File: src/rtl/bolt_launch_ctrl.sv
// bolt_launch_ctrl: fire arbitration, frame cooldown and per-slot fly/retire control for the bolt mover pool.
// Optional feature macro BOLT_LAUNCH_AUTOFIRE_EN: a held fireReq re-arms fire on every cooldown-free frame.
module bolt_launch_ctrl #(
  parameter int unsigned NUM_BOLTS       = 4,
  parameter int unsigned COOLDOWN_FRAMES = 8,
  parameter int unsigned TOP_LIMIT       = 16,
  parameter int unsigned SCREEN_H        = 480
) (
  input  logic                           clk,
  input  logic                           resetN,
  input  logic                           startOfFrame,
  input  logic                           fireReq,
  input  logic [NUM_BOLTS*11-1:0]        boltY,
  input  logic [NUM_BOLTS-1:0]           boltHit,
  output logic [NUM_BOLTS-1:0]           shootCmd,
  output logic                           launchPulse,
  output logic [$clog2(NUM_BOLTS+1)-1:0] activeCount,
  output logic                           cooldownBusy
);

  localparam int unsigned Y_W   = 11;
  localparam int unsigned CNT_W = $clog2(NUM_BOLTS + 1);
  localparam int unsigned CD_W  = (COOLDOWN_FRAMES < 1) ? 1 : $clog2(COOLDOWN_FRAMES + 1);

  typedef enum logic [1:0] {
    S_IDLE   = 2'd0,
    S_FLY    = 2'd1,
    S_RETIRE = 2'd2
  } slot_state_e;

  slot_state_e          state_q [NUM_BOLTS];
  slot_state_e          state_d [NUM_BOLTS];
  logic                 fire_q;
  logic                 pending_q;
  logic                 pending_d;
  logic [CD_W-1:0]      cd_q;
  logic [CD_W-1:0]      cd_d;
  logic [NUM_BOLTS-1:0] grant;
  logic [NUM_BOLTS-1:0] shoot_d;
  logic [CNT_W-1:0]     fly_cnt;
  logic                 fire_edge;
  logic                 arm;
  logic                 any_idle;
  logic                 launch;

  // Unsigned compare also catches a mover that wrapped past the top into large Y values.
  function automatic logic out_of_bounds(input logic [Y_W-1:0] y);
    return (y <= Y_W'(TOP_LIMIT)) || (y >= Y_W'(SCREEN_H));
  endfunction

  // Next-state: fire capture, launch arbitration, cooldown and slot FSMs.
  always_comb begin
    fire_edge = fireReq & ~fire_q;
    grant     = '0;
    any_idle  = 1'b0;
    fly_cnt   = '0;
    for (int i = 0; i < int'(NUM_BOLTS); i++) begin
      if (!any_idle && state_q[i] == S_IDLE) begin
        grant[i] = 1'b1;
        any_idle = 1'b1;
      end
      if (state_q[i] == S_FLY) begin
        fly_cnt = fly_cnt + CNT_W'(1);
      end
    end

`ifdef BOLT_LAUNCH_AUTOFIRE_EN
    arm = pending_q | (fireReq & (cd_q == '0));
`else
    arm = pending_q;
`endif
    launch = startOfFrame & arm & (cd_q == '0) & any_idle;

    // Any frame boundary consumes the request; an edge in that same cycle arms the next frame.
    pending_d = (startOfFrame ? 1'b0 : pending_q) | fire_edge;

    if (launch) begin
      cd_d = CD_W'(COOLDOWN_FRAMES);
    end else if (startOfFrame && cd_q != '0) begin
      cd_d = cd_q - CD_W'(1);
    end else begin
      cd_d = cd_q;
    end

    for (int i = 0; i < int'(NUM_BOLTS); i++) begin
      state_d[i] = state_q[i];
      case (state_q[i])
        S_IDLE: begin
          if (launch && grant[i]) state_d[i] = S_FLY;
        end
        S_FLY: begin
          if (boltHit[i] || out_of_bounds(boltY[Y_W*i +: Y_W])) state_d[i] = S_RETIRE;
        end
        S_RETIRE: state_d[i] = S_IDLE;
        default:  state_d[i] = S_IDLE;
      endcase
      shoot_d[i] = (state_d[i] == S_FLY);
    end
  end

  // State and registered outputs.
  always_ff @(posedge clk or negedge resetN) begin
    if (!resetN) begin
      for (int i = 0; i < int'(NUM_BOLTS); i++) begin
        state_q[i] <= S_IDLE;
      end
      fire_q       <= 1'b0;
      pending_q    <= 1'b0;
      cd_q         <= '0;
      shootCmd     <= '0;
      launchPulse  <= 1'b0;
      activeCount  <= '0;
      cooldownBusy <= 1'b0;
    end else begin
      for (int i = 0; i < int'(NUM_BOLTS); i++) begin
        state_q[i] <= state_d[i];
      end
      fire_q       <= fireReq;
      pending_q    <= pending_d;
      cd_q         <= cd_d;
      shootCmd     <= shoot_d;
      launchPulse  <= launch;
      activeCount  <= fly_cnt;
      cooldownBusy <= (cd_d != '0);
    end
  end

endmodule
File: config.mk
export PLATFORM = sky130hd
export DESIGN_NAME = bolt_launch_ctrl
export DESIGN_NICKNAME = d
export VERILOG_FILES = /design/src/rtl/bolt_launch_ctrl.sv
export SDC_FILE = /design/constraint.sdc
export NUM_CORES = 1
export LEC_CHECK = 0
export ABC_AREA = 1
export BUFFER_PORTS_ARGS = -buffer_cell sky130_fd_sc_hd__buf_2
export CORE_MARGIN = 5
export CORE_UTILIZATION = 48
export CTS_BUF_LIST = sky130_fd_sc_hd__clkbuf_2 sky130_fd_sc_hd__clkbuf_4 sky130_fd_sc_hd__clkbuf_8
export DETAILED_ROUTE_END_ITERATION = 10
export PLACE_DENSITY = 0.82
export SLEW_MARGIN = 20
export SYNTH_ARGS = -nofsm -noshare
export SYNTH_HDL_FRONTEND = slang
export SYNTH_SLANG_ARGS = --single-unit
File: constraint.sdc
create_clock -name clk -period 2.2 [get_ports clk]
set_clock_uncertainty 0.1 [all_clocks]
set_input_delay 0.22 -clock clk [delete_from_list [all_inputs] [get_ports clk]]
set_output_delay 0.22 -clock clk [all_outputs]
set_load 0.01 [all_outputs]
-- After elaboration in Yosys (flattened, before gate mapping)
Cells that the tools add are included.
- bits of input ports: 52
- output and inout bits: 9
- logic and storage cells: 89
- register bits after elaboration: 23
- add/sub/neg operators: 4
- bitwise gates (word level): 6
- equality and inequality tests: 8
- muxes and demuxes: 26
- reduce and logical (&&, ||, !) cells: 26
- magnitude comparators: 8
- operators by type and width (cell ; count):
    $ge 11x9->1 const B ; 4
    $le 11x5->1 const B ; 4
    $eq 2x1->1 const B ; 8
    $mux 2 ; 8
    $pmux 2 s2 ; 4
    $add 3x1->3 const B ; 3
    $mux 1 ; 9
    $mux 3 ; 3
    $logic_and 1x1->1 ; 8
    $logic_not 2->1 ; 4
    $logic_or 1x1->1 ; 8
    $mux 4 ; 2
    $reduce_bool 4->1 ; 2
    $and 1x1->1 ; 4
    $logic_not 4->1 ; 1
    $sub 4x1->4 const B ; 1
    $logic_not 1->1 ; 3
    $not 1->1 ; 1
    $or 1x1->1 ; 1

-- Logic depth before layout (Yosys ltp)
- depth in word-level cells: 16
- mapped depth: 10
- mapped depth without buffers: 10

-- Worst setup path after synthesis
OpenSTA, ideal clock, no wires.
- path type: reg2reg
- start: register state_q[7] in the netlist's numbering
- end: register activeCount[1]
- library setup time: 0.117 ns
- data arrival time: 1.593 ns
- data required time: 1.983 ns
- path slack: 0.390 ns
- path buffers: 0
- period minus slack after synthesis: 1.810 ns
- cell stages (with the launch flop): 10
- path through: dfrtp_1 nor2_1 inv_1 ha_1 or2_1 nand2_1 inv_1 ha_1 nand2_1 nand2_1
- cells in the longest elaborated chain, start to end: 8
- RTL lines (what ; RTL line ; source):
    start: declaration ; 31 ; slot_state_e state_q [NUM_BOLTS];
    start signal: indexed assignment ; 116 ; state_q[i] <= state_d[i];
    $eq 2x1->1 * ; 62 ; if (state_q[i] == S_FLY) begin
    $mux 1 * ; 62 ;
    $add 3x1->3 ; 63 ; fly_cnt = fly_cnt + CNT_W'(1);
    $mux 3 * ; 62 ;
    $add 3x1->3 ; 63 ;
    $mux 3 * ; 62 ;
    $add 3x1->3 ; 63 ;
    $mux 3 * ; 62 ;
    net fly_cnt[1] ; 40 ; logic [CNT_W-1:0] fly_cnt;
    end signal: assignment ; 123 ; activeCount <= fly_cnt;
    end: declaration ; 17 ; output logic [$clog2(NUM_BOLTS+1)-1:0] activeCount,
The timed path passes the listed nets; every way through them passes the cells marked *.

-- Worst setup path after layout
Ends and elaborated chain as after synthesis.

==> flow_summary.toml <==
[power_and_ir_drop]
total_power_mw = 1.17
irDropWorstVdd_uv = 580
power.switching_mw = 0.412
switching_share = 0.354
internal_power_mw = 0.754
combinationalPowerShare = 0.379
share_seq_of_total_power = 0.445
power.leakage_nw = 0.974
pwr_dens_nw_per_um2 = 697
p_clk_frac = 0.176

[placement]
place_congestion = 0.761
placement.io_buffers = 60
pre_cts_ws_ps = 235
place.detailed.instances = 248
dpl_cell_area_um2 = 1620
detailedPlacementHpwl_mm = 2.34

[synth]
synth_sequential_area_ratio = 0.448
synth.area.top_cells = "sky130_fd_sc_hd__dfrtp_1 45%, sky130_fd_sc_hd__nand2_1 12%, sky130_fd_sc_hd__nor2_1 5.8%"
synth.net_count = 215
ys_ff_latch = 23
netlist_area_um2 = 1280
synth_cell_type_count = 26
yosys.area.top_type = "sky130_fd_sc_hd__dfrtp_1"
post_synth_and_or_nand_nor_area_fraction = 0.373
yosys_synthesis_warning_count = 0
synth_enable_flop_cells = 0
main_combinational_cell_family_by_area_after_synthesis = "simple AND/OR/NAND/NOR gates"
synth.top_cell.area_share = 0.448
yosys.area_share.xor_xnor = 0.0204
synth_compound_gate_area_share = 0.0467
synth.top_cells.by_count = "42 x sky130_fd_sc_hd__nand2_1, 23 x sky130_fd_sc_hd__dfrtp_1, 20 x sky130_fd_sc_hd__nor2_1"
yosys_most_used_dff = "sky130_fd_sc_hd__dfrtp_1"
syn-mean-instance-area_um2 = 8.13
ys_async_sr_fraction = 1.00
post-synth-top-count-cell = "sky130_fd_sc_hd__nand2_1"
multiplexer_share_of_the_synthesized_area = 0
area_share_of_fa_ha_maj_cells_after_synthesis = 0.0487
netlist_instances = 158

[grt]
grt.total_usage = 0.156
grt_first_pass_wirelength_mm = 4.49
maximum_number_of_pins_on_one_net_before_global_route_repair = 24
vias_in_the_first_global_route = 1124
globalRoute.totalOverflow = 0
busiest_layer = "met2"
antenna_violations_before_repair = 0
grt.met1_usage = 0.196
globalRouteMet2Util = 0.269
groute.layer.met3.usage = 0.0517

[sta]
maxSlewViolCount = 0
hold_violations = 0
rsz0062_at_grt = "no"
report.final.setup_viol = 0
fmax_mhz = 508
min_period_ps = 1970
timing.final.ws_setup_ps = 231
totalNegativeSetupSlack_ps = 0
tightestPinTransition_ps = 502
hold-worst-slack_ps = 61.5
period_share = 0.895
timing.max_slew.rel_slack = 0.665

[setup_path]
worst-r2r-cell-count = 9
worstPathMaxFanout = 3
timing.reg2reg.setup_slack_ps = 230
endpoint_type_of_the_worst_setup_path = "flip-flop"
crit-reg2reg-capture = "activeCount[1]"
crit_required_ps = 2310
critical_path.reg2reg.startpoint = "state_q[7]"
worstSetupStartpointType = "flip-flop"
setup_crit_path_kind = "flip-flop to flip-flop"
critical_path_arrival_ps = 2080

[layout]
finalNetCount = 282
stdcell_area_um2 = 1670
multi_input_area_um2 = 628
fillCellCount = 224
diodes = 0
layout.core_utilization = 0.663
layout-drive-gt1-share = 0.375
syn_to_final_growth_pct = 30.2
sequential_cell_area_um2 = 576
final_cells = 254

[clock_network]
tritoncts = "built"
cts_buffers = 3
cts.root.buffer_cell = "sky130_fd_sc_hd__clkbuf_4"
cts_max_level = 1
post_cts.repair.setup_buffers = 0
ctsLongestPathBuffers = 2
cts.reportedPaths.clkPinSlew_ps = 120
cts_repair_resize_count = 0
worst_skew_pair.late_latency_ps = 310
tritoncts_sink_count = 23

[drt]
iteration_0_drc_count_of_the_detailed_router = 51
vias = 1192
post_drt_via_cell_ratio = 4.69
drc = 0
sum_of_routed_wire_length_over_all_layers_mm = 2.68
detail-route-antenna-nets = 0
avgRoutedWirePerCell_um = 10.6
drtPass1Iterations = 4

[die]
die_width_um = 61.7
row_count = 18
top_level_ports = 61
initial_core_util = 0.509
die_height_um = 61.7
coreArea_um2 = 2520
dieArea_um2 = 3810

[hold_path]
hold_class = "input pin to flip-flop"
cell_count_of_the_worst_hold_path = 2
holdCritStartpoint = "startOfFrame"
worstHoldEndpoint = "arm"

[run_status]
status = "finished clean"

[flow_run]
maxCapViolations = 0
## layer usage
| layer | vias to the layer above | share of wire |
|---|---|---|
| li1 | 638 | - |
| met3 | 0 | 0.059 |
| met1 | 529 | 0.42 |
| met4 | 0 | 0 |
| met5 | - | 0 |
| met2 | 25 | 0.52 |
## power by group through the flow
stage          clock network (mW)  registers, mW  logic (mW)
3_3_place_gp                    0          0.527       0.431
2_1_floorplan                   0          0.526       0.324
5_1_grt                     0.232          0.527       0.508
4_1_cts                     0.211          0.519       0.451
3_5_place_dp                    0          0.528       0.447
6_report                    0.205          0.519       0.442
## state kept, by name, summed over array words and instances (netlist names)
name	flops
arm	1
cooldownBusy	1
shootCmd	4
launchPulse	1
activeCount	3
cd_q	4
fire_q	1
state_q	8
## kinds of logic after synthesis
group,after synthesis
DFF,23
and+or+nand+nor,96
adders and majority gates,5
AOI/OAI and AO/OA,11
buffers and inverters,20
xor gates and xnor gates,3
## timing repair
action,CTS,global route
hold endpoints to repair,24,0
setup endpoints to repair,0,0
hold buffers,2,0
## critical path, cell delays in order (launching register included)
cell,delay (ps)
sky130_fd_sc_hd__dfrtp_1,400
sky130_fd_sc_hd__nor2_1,210
sky130_fd_sc_hd__inv_1,100
sky130_fd_sc_hd__ha_1,330
sky130_fd_sc_hd__or2_1,230
sky130_fd_sc_hd__nand2_1,90
sky130_fd_sc_hd__inv_1,50
sky130_fd_sc_hd__ha_1,260
sky130_fd_sc_hd__nand2_1,70
sky130_fd_sc_hd__nand2_1,50
## cells in the final DEF (no fill, tap or decap), types with 3 or more instances in the layout
| master | netlist | routed |
|---|---|---|
| sky130_fd_sc_hd__nand2_1 | 42 | 42 |
| sky130_fd_sc_hd__a21oi_1 | 5 | 5 |
| sky130_fd_sc_hd__nand2_2 | 3 | 3 |
| sky130_fd_sc_hd__buf_2 | 0 | 60 |
| sky130_fd_sc_hd__nor2_1 | 20 | 20 |
| sky130_fd_sc_hd__nand3_1 | 8 | 8 |
| sky130_fd_sc_hd__nand2_4 | 3 | 3 |
| sky130_fd_sc_hd__o21ai_1 | 4 | 4 |
| sky130_fd_sc_hd__nor4_1 | 6 | 6 |
| sky130_fd_sc_hd__dfrtp_1 | 23 | 23 |
| sky130_fd_sc_hd__ha_1 | 5 | 5 |
| sky130_fd_sc_hd__inv_1 | 15 | 15 |
| sky130_fd_sc_hd__nor2_2 | 4 | 4 |
| sky130_fd_sc_hd__clkbuf_4 | 0 | 4 |
## final cells by class
class,count,area share
Multi-Input combinational cell,115,0.375
Sequential cell,23,0.344
Timing Repair Buffer,62,0.191
Inverter,20,0.0486
Tap cell,30,0.0224
Clock buffer,4,0.0180
## how the worst max path moves through the flow
stage,start,end
2_1_floorplan,state_q[7],activeCount[1]
4_1_cts,state_q[7],activeCount[1]
3_3_place_gp,state_q[7],activeCount[1]
6_report,state_q[7],activeCount[1]
5_1_grt,state_q[7],activeCount[1]
3_5_place_dp,state_q[7],activeCount[1]
No activity file was read; power rests on OpenSTA's default activity.
